--- src/rtl/dwc_hdmi_rx_ceavid_tgen_mp.sv ---
// rtl/dwc_hdmi_rx_ceavid_tgen_mp.sv - multi-pixel-per-clock CEA video timing regenerator
// Regenerates hsync/vsync/dataen per lane from shadowed timing and masks the aligned pixel bus.
module dwc_hdmi_rx_ceavid_tgen_mp #(
    parameter int PPC = 1,
    parameter int CW  = 16,
    parameter int TW  = 16
) (
    input  logic                  ihdmiclk,
    input  logic                  ihdmirst_n,
    input  logic                  ihdmien,
    input  logic                  icfg_ceavid_rst,
    input  logic                  istart,
    input  logic [TW-1:0]         ihfront,
    input  logic [TW-1:0]         ihsync_width,
    input  logic [TW-1:0]         ihblank,
    input  logic [TW-1:0]         ihactive,
    input  logic [TW-1:0]         ivfront,
    input  logic [TW-1:0]         ivsync_width,
    input  logic [TW-1:0]         ivblank,
    input  logic [TW-1:0]         ivactive,
    input  logic                  iilace,
    input  logic                  ihpol,
    input  logic                  ivpol,
    input  logic [3*CW*PPC-1:0]   idata,
    output logic [PPC-1:0]        ohsync,
    output logic [PPC-1:0]        ovsync,
    output logic [PPC-1:0]        odataen,
    output logic [3*CW*PPC-1:0]   odata,
    output logic                  ofield,
    output logic                  oframe_p,
    output logic                  ocfg_err
);

    localparam int PW = 3 * CW;
    localparam int SH = (PPC == 4) ? 2 : ((PPC == 2) ? 1 : 0);
    localparam logic [TW:0] ONE = {{TW{1'b0}}, 1'b1};

    typedef enum logic [1:0] {ST_IDLE, ST_CHECK, ST_RUN} state_t;

    state_t                 r_state;
    state_t                 w_state_nxt;
    logic [7:0][TW-1:0]     r_shd;
    logic [7:0][TW-1:0]     w_shd_in;
    logic [TW:0]            r_hcnt;
    logic [TW:0]            r_vcnt;
    logic                   r_field;
    logic                   r_cfg_err;
    logic [PPC-1:0]         r_ohsync;
    logic [PPC-1:0]         r_ovsync;
    logic [PPC-1:0]         r_odataen;
    logic [3*CW*PPC-1:0]    r_odata;
    logic                   r_ofield;
    logic                   r_oframe_p;

    logic                   w_clr;
    logic                   w_run;
    logic                   w_legal;
    logic [TW-1:0]          w_lsb_mask;
    logic [TW:0]            w_in_hsum;
    logic [TW:0]            w_in_vsum;
    logic [TW-1:0]          w_hfront;
    logic [TW-1:0]          w_hsw;
    logic [TW-1:0]          w_hblank;
    logic [TW-1:0]          w_hactive;
    logic [TW-1:0]          w_vfront;
    logic [TW-1:0]          w_vsw;
    logic [TW-1:0]          w_vblank;
    logic [TW-1:0]          w_vactive;
    logic [TW:0]            w_htot;
    logic [TW:0]            w_hclks;
    logic [TW:0]            w_hhalf;
    logic [TW:0]            w_hs_end;
    logic [TW:0]            w_vbl_eff;
    logic [TW:0]            w_vtot;
    logic [TW:0]            w_vs_end;
    logic [TW:0]            w_pbase;
    logic                   w_hlast;
    logic                   w_vlast;
    logic                   w_act_line;
    logic [PPC-1:0]         w_hs_act;
    logic [PPC-1:0]         w_vs_act;
    logic [PPC-1:0]         w_de;
    logic [3*CW*PPC-1:0]    w_data_m;

    assign w_clr = ~ihdmien | icfg_ceavid_rst;
    assign w_run = (r_state == ST_RUN);

    assign w_shd_in = {ivactive, ivblank, ivsync_width, ivfront,
                       ihactive, ihblank, ihsync_width, ihfront};

    // Legality is judged on the live inputs, which are the values latched in the same cycle.
    assign w_lsb_mask = TW'(PPC - 1);
    assign w_in_hsum  = {1'b0, ihfront} + {1'b0, ihsync_width};
    assign w_in_vsum  = {1'b0, ivfront} + {1'b0, ivsync_width};
    assign w_legal    = (((ihblank | ihactive | ihfront | ihsync_width) & w_lsb_mask) == '0)
                     && (w_in_hsum <= {1'b0, ihblank})
                     && (w_in_vsum <= {1'b0, ivblank})
                     && (ihactive != '0) && (ivactive != '0);

    assign w_hfront  = r_shd[0];
    assign w_hsw     = r_shd[1];
    assign w_hblank  = r_shd[2];
    assign w_hactive = r_shd[3];
    assign w_vfront  = r_shd[4];
    assign w_vsw     = r_shd[5];
    assign w_vblank  = r_shd[6];
    assign w_vactive = r_shd[7];

    assign w_htot     = {1'b0, w_hblank} + {1'b0, w_hactive};
    assign w_hclks    = w_htot >> SH;
    assign w_hhalf    = w_htot >> 1;
    assign w_hs_end   = {1'b0, w_hfront} + {1'b0, w_hsw};
    assign w_vbl_eff  = {1'b0, w_vblank} + {{TW{1'b0}}, r_field};
    assign w_vtot     = w_vbl_eff + {1'b0, w_vactive};
    assign w_vs_end   = {1'b0, w_vfront} + {1'b0, w_vsw};
    assign w_pbase    = r_hcnt << SH;
    assign w_hlast    = (r_hcnt == w_hclks - ONE);
    assign w_vlast    = (r_vcnt == w_vtot - ONE);
    assign w_act_line = (r_vcnt >= w_vbl_eff);

    for (genvar g = 0; g < PPC; g++) begin : g_lane
        logic [TW:0] w_p;
        assign w_p         = w_pbase + (TW+1)'(g);
        assign w_hs_act[g] = (w_p >= {1'b0, w_hfront}) && (w_p < w_hs_end);
        assign w_de[g]     = w_act_line && (w_p >= {1'b0, w_hblank});
        // Field 1 moves both vsync edges to mid-line of the boundary lines.
        assign w_vs_act[g] = r_field ?
            (((r_vcnt > {1'b0, w_vfront}) || ((r_vcnt == {1'b0, w_vfront}) && (w_p >= w_hhalf)))
             && ((r_vcnt < w_vs_end) || ((r_vcnt == w_vs_end) && (w_p < w_hhalf)))) :
            ((r_vcnt >= {1'b0, w_vfront}) && (r_vcnt < w_vs_end));
        assign w_data_m[g*PW +: PW] = (w_run && w_de[g]) ? idata[g*PW +: PW] : '0;
    end

    always_comb begin
        w_state_nxt = r_state;
        case (r_state)
            ST_IDLE:  if (istart) w_state_nxt = ST_CHECK;
            ST_CHECK: w_state_nxt = w_legal ? ST_RUN : ST_IDLE;
            ST_RUN:   w_state_nxt = ST_RUN;
            default:  w_state_nxt = ST_IDLE;
        endcase
    end

    always_ff @(posedge ihdmiclk or negedge ihdmirst_n) begin
        if (!ihdmirst_n) begin
            r_state <= ST_IDLE;
        end else if (w_clr) begin
            r_state <= ST_IDLE;
        end else begin
            r_state <= w_state_nxt;
        end
    end

    always_ff @(posedge ihdmiclk or negedge ihdmirst_n) begin
        if (!ihdmirst_n) begin
            r_shd     <= '0;
            r_hcnt    <= '0;
            r_vcnt    <= '0;
            r_field   <= 1'b0;
            r_cfg_err <= 1'b0;
        end else if (w_clr) begin
            r_shd     <= '0;
            r_hcnt    <= '0;
            r_vcnt    <= '0;
            r_field   <= 1'b0;
            r_cfg_err <= 1'b0;
        end else if (r_state == ST_CHECK) begin
            r_shd     <= w_shd_in;
            r_hcnt    <= '0;
            r_vcnt    <= '0;
            r_field   <= 1'b0;
            r_cfg_err <= ~w_legal;
        end else if (w_run) begin
            if (w_hlast) begin
                r_hcnt <= '0;
                if (w_vlast) begin
                    // Frame boundary: new timing is picked up here without re-checking.
                    r_vcnt  <= '0;
                    r_field <= iilace & ~r_field;
                    r_shd   <= w_shd_in;
                end else begin
                    r_vcnt <= r_vcnt + ONE;
                end
            end else begin
                r_hcnt <= r_hcnt + ONE;
            end
        end
    end

    always_ff @(posedge ihdmiclk or negedge ihdmirst_n) begin
        if (!ihdmirst_n) begin
            r_ohsync   <= '0;
            r_ovsync   <= '0;
            r_odataen  <= '0;
            r_odata    <= '0;
            r_ofield   <= 1'b0;
            r_oframe_p <= 1'b0;
        end else if (w_clr || !w_run) begin
            r_ohsync   <= '0;
            r_ovsync   <= '0;
            r_odataen  <= '0;
            r_odata    <= '0;
            r_ofield   <= 1'b0;
            r_oframe_p <= 1'b0;
        end else begin
            r_ohsync   <= w_hs_act ^ {PPC{~ihpol}};
            r_ovsync   <= w_vs_act ^ {PPC{~ivpol}};
            r_odataen  <= w_de;
            r_odata    <= w_data_m;
            r_ofield   <= r_field;
            r_oframe_p <= (r_hcnt == '0) && (r_vcnt == '0);
        end
    end

    assign ohsync   = r_ohsync;
    assign ovsync   = r_ovsync;
    assign odataen  = r_odataen;
    assign odata    = r_odata;
    assign ofield   = r_ofield;
    assign oframe_p = r_oframe_p;
    assign ocfg_err = r_cfg_err;

endmodule

--- config.mk ---
export PLATFORM = sky130hd
export DESIGN_NAME = dwc_hdmi_rx_ceavid_tgen_mp
export DESIGN_NICKNAME = d
export VERILOG_FILES = /design/src/rtl/dwc_hdmi_rx_ceavid_tgen_mp.sv
export SDC_FILE = /design/constraint.sdc
export NUM_CORES = 1
export LEC_CHECK = 0
export BUFFER_PORTS_ARGS = -buffer_cell sky130_fd_sc_hd__buf_2
export CORE_MARGIN = 1.5
export CORE_UTILIZATION = 64
export DETAILED_ROUTE_END_ITERATION = 6
export PLACE_DENSITY = 0.85
export SYNTH_ARGS = -nofsm -noshare
export SYNTH_HDL_FRONTEND = slang
export SYNTH_SLANG_ARGS = --single-unit
export TNS_END_PERCENT = 30
--- constraint.sdc ---
create_clock -name ihdmiclk -period 6.99 [get_ports ihdmiclk]
set_clock_uncertainty 0.05 [all_clocks]
set_input_delay 1.0485 -clock ihdmiclk [delete_from_list [all_inputs] [get_ports ihdmiclk]]
set_output_delay 1.0485 -clock ihdmiclk [all_outputs]
set_load 0.01 [all_outputs]
==> metrics.yaml, run 1 <==
status: "complete, no violations"
dieArea_um2: 29500
layout-drive-gt1-share: 0.142
dominantRegCellSynth: "dfrtp_1"
cts.path.max_buffers: 3
grt_pass1_wl_um: 83400
post-cts-setup-buffer-count: 0
drtPass1Iterations: 6
drtAntennaViolNets: 0
met2_usage: 0.593
grt_setup_unrepaired: "false"
ys_seq_elements: 219
root_buffer: "clkbuf_16"
io_pins: 238
p_int_uw: 2540
cp-end-kind: "flop"
leakage_uw: 0.0102
start_kind: "flop"
finalMaxSlewViolations: 0
fp.dieW_um: 172
synthTopCellsByCount: "264 x ha_1, 219 x dfrtp_1, 184 x inv_1, 184 x nand3_1, 178 x nand2_1"
ctsResizeCount: 0
p_comb_frac: 0.264
use_met3: 0.0614
port_buffers: 237
synth_warnings: 0
synthCells: 2136
hold_buffers: 0
rows: 61
syn_area_um2: 18200
path_clk_slew_ps: 70
hold_viol: 0
crit_type: "reg -> reg"
synthDistinctLibCells: 76
powerDensity_nw_per_um2: 180
cts.sinks: 219
coreArea_um2: 27900
vias: 17100
finish.net_count: 2775
setup_violations: 0
start_util: 0.652
synth_area_leaders: "dfrtp_1 30%, ha_1 18%, nand3_1 5.1%"
synthArstFlopShare: 1.00
synth_area_per_cell_um2: 8.53
power.share.clock: 0.369
hp-class: "reg -> reg"
finalCriticalPeriod_ps: 6230
grt_pass1_vias: 16600
cts_tree: "yes"
gp_congestion: 0.931
ir_drop_mv: 0.316
netlist.area_leader.share: 0.301
synth_area_leader_cell: "dfrtp_1"
grt-ovfl-total: 0
fin_crit_sh: 0.891
cp_max_fo: 114
cts_buffers: 24
switching_power_uw: 1150
sequentialPowerShare: 0.366
die_y_um: 172
worst_ep_required_time_ps: 7380
antenna_found_initial: 2
arrival_ps: 6610
hpwlAfterDp_um: 40300
groute.layer.met1.usage: 0.477
fmax_mhz: 161
synth_most_common_cell: "ha_1"
ys_seq_area_frac: 0.301
grt_busiest_layer: "met2"
cap_viol_max_count: 0
slew_headroom: 0.156
dp_slack_ps: 1010
routed_via_density: 6.28
grtUsageTotal: 0.361
wl_per_cell_um: 19.5
fin_ws_ps: 762
tightest_slew_ps: 1270
drt_iter0_markers: 1711
areaGrowthSynthToFinish_pct: 12.4
netSwitchingFraction: 0.311
synth_fp_nets: 2590
drc: 0
wl_um: 53000
synth-edff-count: 0
n_fill_cell: 2112
fin_tns_setup_ps: 0
grt_start_max_net_pins: 115
clock_latency_ps: 540
htree_num_levels: 1
==> final cells by class <==
cell class | instances | area [um2] | area share
Multi-Input combinational cell | 1645 | 11700 | 0.572
Sequential cell | 219 | 5480 | 0.267
Timing Repair Buffer | 247 | 1270 | 0.0620
Clock buffer | 33 | 716 | 0.0349
Inverter | 184 | 691 | 0.0337
Tap cell | 378 | 473 | 0.0231
Clock inverter | 11 | 134 | 0.00653
Antenna cell | 2 | 5.00 | 0.000244
==> worst max-delay path, stage by stage, from the launching register on <==
cell and delay (ps):
dfrtp_1 400, ha_1 190, ha_1 230, nand3_1 110
nor2_1 300, nand3_1 150, xor2_1 190, ha_1 290
inv_1 40, ha_1 370, xnor2_1 290, o21ai_0 150
nor3_1 230, nand4_1 160, a2111oi_0 340, nand3_1 120
nor4_1 770, nand4_4 460, and2_4 650, buf_4 370
o21ai_0 210
==> power groups by stage <==
stage	clock, uW	combinational [uW]	sequential, uW
floorplan	0	687	1350
finish	1360	976	1350
detailed placement	0	957	1370
CTS	1360	965	1350
global placement	0	927	1370
global route	1400	1090	1350
==> cell families (layout without fill, tap and decap cells) <==
group | after synthesis | after routing | share of synthesized area
other cells | 0 | 2 | 0
buf+inv | 272 | 475 | 0.0579
simple gates | 736 | 736 | 0.206
fa+ha+maj | 270 | 270 | 0.188
xor+xnor | 125 | 125 | 0.0601
mux | 4 | 4 | 0.00227
compound gates | 510 | 510 | 0.186
flops | 219 | 219 | 0.301
==> cell usage in the layout (no fill, tap or decap), types with 9 or more instances in the layout <==
cell	Yosys	final
o21a_1	35	35
nor3_1	32	32
nand3_1	184	184
nand2_1	178	178
and2_1	56	55
buf_2	7	236
nor2_1	96	95
buf_4	1	10
o31ai_2	16	16
nand2b_1	27	26
a21o_1	61	61
ha_1	264	264
inv_1	184	184
o31ai_1	25	25
and3_1	18	18
xnor2_1	75	75
nor4_1	22	22
o211ai_1	9	9
a211oi_1	16	16
xor2_1	50	50
a211o_1	10	10
dfrtp_1	219	219
nor2b_1	33	32
nand4_1	38	38
clkbuf_16	0	25
o21ai_0	170	170
a21oi_1	84	84
==> routing by layer <==
layer | wire length [um] | part of all wire
met5 | 0 | 0
met4 | 1850 | 0.035
met3 | 4950 | 0.093
met2 | 24500 | 0.46
met1 | 21700 | 0.41
==> flip-flops by register name, summed over array words and instances, names as in the netlist <==
name,cells
r_field,1
w_vactive,16
ovsync,1
w_vsw,16
oframe_p,1
ofield,1
w_vfront,16
ocfg_err,1
w_hblank,16
odata,48
ohsync,1
odataen,1
w_hactive,16
w_hfront,16
w_vblank,16
w_hsw,16
r_hcnt,17
r_vcnt,17
r_state,2
==> metrics by stage <==
step,instance area [um2],hold slack [ps],util,power [uW],std cells
final,20500,463,0.734,3690,2719
after global routing,20500,502,0.734,3840,2719
after CTS,20500,465,0.733,3680,2717
after detailed placement,19600,445,0.703,2330,2673
after global placement,19600,437,0.703,2300,2673
after floorplan,18200,419,-,2040,2136
==> final timing paths <==
path | start | endpoint | slack [ps] | depth (start not counted)
setup / recovery | r_field$_DFFE_PN0P_ | w_hfront[8]$_DFFE_PN0P_ | 760 | 20
hold / removal | w_hactive[10]$_DFFE_PN0P_ | w_hactive[10]$_DFFE_PN0P_ | 460 | 2
hold reg to reg | w_hactive[10]$_DFFE_PN0P_ | w_hactive[10]$_DFFE_PN0P_ | 460 | 2
max in group asynchronous | ihdmirst_n | w_vactive[5]$_DFFE_PN0P_ | 5060 | 2
setup reg to reg | r_field$_DFFE_PN0P_ | w_hfront[8]$_DFFE_PN0P_ | 760 | 20
min in group asynchronous | ihdmirst_n | odata[5]$_DFF_PN0_ | 480 | 1
Note: power is estimated with default switching activity, not from simulation.
==> run 2, diff against run 1 <==
--- a/config.mk
+++ b/config.mk
@@ -5,11 +5,12 @@
 export SDC_FILE = /design/constraint.sdc
 export NUM_CORES = 1
 export LEC_CHECK = 0
+export ABC_AREA = 1
 export BUFFER_PORTS_ARGS = -buffer_cell sky130_fd_sc_hd__buf_2
 export CORE_MARGIN = 1.5
-export CORE_UTILIZATION = 64
+export CORE_UTILIZATION = 65
 export DETAILED_ROUTE_END_ITERATION = 6
-export PLACE_DENSITY = 0.85
+export PLACE_DENSITY = 0.86
 export SYNTH_ARGS = -nofsm -noshare
 export SYNTH_HDL_FRONTEND = slang
 export SYNTH_SLANG_ARGS = --single-unit
==> metrics.yaml, run 2 <==
status: "complete, no violations"
final_common_cell: "nand2_1"
reg2reg_depth: 25  # +25%
post-cts-setup-buffer-count: 0  # unchanged
layout-drive-gt1-share: 0.111  # -0.0312
coreArea_um2: 29900  # +6.9%
grt_start_max_net_pins: 186  # +62%
fin_tns_setup_ps: 0  # unchanged
port_buffers: 237  # unchanged
grt_setup_unrepaired: "false"
critPathLaunch: "r_field$_DFFE_PN0P_"
tightest_slew_ps: 1100  # -167 ps
fin_crit_sh: 0.816  # -0.0753
critPathSlowestCell: "buf_4"
r2r-end: "w_hsw[6]$_DFFE_PN0P_"
drtPass1Iterations: 6  # unchanged
finish.net_count: 3469  # +25%
synth_top_family_by_area: "simple AND/OR/NAND/NOR gates"
finalMaxSlewViolations: 0  # unchanged
fp.dieW_um: 178  # +3.6%
path_clk_slew_ps: 60  # about the same
cts_tree: "yes"
synth_area_leaders: "dfrtp_1 28%, ha_1 17%, nand2_1 12%"
dieArea_um2: 31700  # +7.4%
fin_util: 0.741  # +0.00687
synth_area_leader_cell: "dfrtp_1"
largest_register_ffs: 48  # unchanged
cts.path.max_buffers: 3  # unchanged
htree_num_levels: 1  # unchanged
io_pins: 238  # unchanged
hold_viol: 0  # unchanged
r2r_start: "r_field$_DFFE_PN0P_"
synth-edff-count: 0  # unchanged
cp_max_fo: 97  # -15%
hp-class: "in -> async"
muxShareOfSynthArea: 0.000503  # -0.00176
cap_viol_max_count: 0  # unchanged
arrival_ps: 6110  # -500 ps
drc: 0  # unchanged
cp-end-kind: "flop"
synthTopCellsByCount: "637 x nand2_1, 475 x inv_1, 304 x nor2_1"
synthXorXnorAreaFrac: 0.0579  # -0.00216
cpMostUsedCell: "nand2_1"
leakage_uw: 0.0128  # +26%
synthDistinctLibCells: 50  # -34%
die_y_um: 178  # +3.6%
clock_latency_ps: 560  # +20 ps
drtAntennaViolNets: 0  # unchanged
grtUsageTotal: 0.389  # +0.0277
max_stage_delay_ps: 870  # +100 ps
netlist.area_leader.share: 0.275  # -0.0253
powerDensity_nw_per_um2: 192  # +6.4%
gp_congestion: 0.998  # +7.2%
hold_buffers: 0  # unchanged
ys_seq_elements: 219  # unchanged
setup_violations: 0  # unchanged
start_kind: "flop"
syn_area_um2: 19900  # +9.2%
grt-ovfl-total: 0  # unchanged
final_cell_mix: "637 x nand2_1, 475 x inv_1, 304 x nor2_1"
worst_ep_required_time_ps: 7400  # +20 ps
synth_area_per_cell_um2: 7.02  # -18%
wl_um: 61000  # +15%
rows: 63  # +3.3%
vias: 20000  # +17%
synthSimpleGateAreaFrac: 0.294  # +0.0887
ir_drop_mv: 0.191  # -40%
fmax_mhz: 175  # +9.2%
synth_adder_area_share: 0.172  # -0.0158
synth_most_common_cell: "nand2_1"
crit_type: "reg -> reg"
dominantRegCellSynth: "dfrtp_1"
ys_seq_area_frac: 0.275  # -0.0253
synth_compound_area_frac: 0.0835  # -0.102
grt_pass1_wl_um: 97200  # +17%
areaGrowthSynthToFinish_pct: 11.2
grt_pass1_vias: 19300  # +16%
synth_fp_nets: 3290  # +27%
synthCells: 2836  # +33%
hpwlAfterDp_um: 47300  # +17%
drt_iter0_markers: 2169  # +27%
routed_via_density: 5.83  # -7.1%
ctsResizeCount: 0  # unchanged
finalCriticalPeriod_ps: 5700  # -526 ps
rrSetupSlack_ps: 1290  # +530 ps
antenna_found_initial: 2  # unchanged
synth_warnings: 0  # unchanged
synthArstFlopShare: 1.00  # unchanged
cts_buffers: 26  # +8.3%
wl_per_cell_um: 17.8  # -8.7%
slew_headroom: 0.268  # +0.112
start_util: 0.666  # +0.0136
cts.sinks: 219  # unchanged
root_buffer: "clkbuf_16"
[run 2: cell families after synthesis]
| kind of cell | count (synthesis) |
|---|---|
| AND/OR/NAND/NOR | 1334 |
| buffers and inverters | 585 |
| AO/OA/AOI/OAI | 297 |
| adder cells (fa/ha/maj) | 270 |
| flip-flops | 219 |
| XOR/XNOR | 130 |
| multiplexers | 1 |
[run 2: layout make-up]
type | instances | area (um2)
inverters | 490 | 1840
diodes | 2 | 5.00
clock buffers | 33 | 727
fillers | 2375 | 7750
multi-input cells | 2032 | 12100
well taps | 390 | 488
clock inverters | 15 | 178
repair buffers | 246 | 1280
flip-flops and latches | 219 | 5480
[run 2: how the worst max path moves through the flow]
stage | to | slack [ps]
floorplan | w_vactive[13]$_DFFE_PN0P_ | 2890
global placement | w_vactive[10]$_DFFE_PN0P_ | 1800
detailed placement | w_vblank[14]$_DFFE_PN0P_ | 1520
CTS | w_hsw[6]$_DFFE_PN0P_ | 1390
global route | w_hfront[6]$_DFFE_PN0P_ | 720
finish | w_hsw[6]$_DFFE_PN0P_ | 1290
[run 2: worst max-delay path: cells and delay by family, from the launching register on]
family	cells	cell delay [ps]
fa+ha+maj	3	860
simple gates	17	2880
xor+xnor	1	100
flops	1	410
buf+inv	4	1240
[run 2: where the power goes]
part	internal, uW	total, uW	switching (uW)	leakage, uW
Sequential	1330	1390	65.9	0.00300
Combinational	515	1420	903	0.00935
Clock	825	1430	601	0.000444
[run 2: metal layers]
metal	wire length, um	GRT usage	up-vias
li1	-	-	9567
met1	25400	0.514	9284
met2	27000	0.613	976
met3	5780	0.0793	166
met4	2780	0.172	0
met5	0	0	-
[run 2: metrics by stage]
step / total power (uW) / cells / hold slack, ps / setup slack [ps] / instance area [um2]
floorplan: 2420 / 2836 / 358 / 2890 / 19900
global placement: 2750 / 3377 / 363 / 1800 / 21200
detailed placement: 2800 / 3377 / 376 / 1520 / 21200
CTS: 4220 / 3425 / 312 / 1390 / 22100
global route: 4490 / 3427 / 331 / 718 / 22100
finish: 4240 / 3427 / 316 / 1290 / 22100
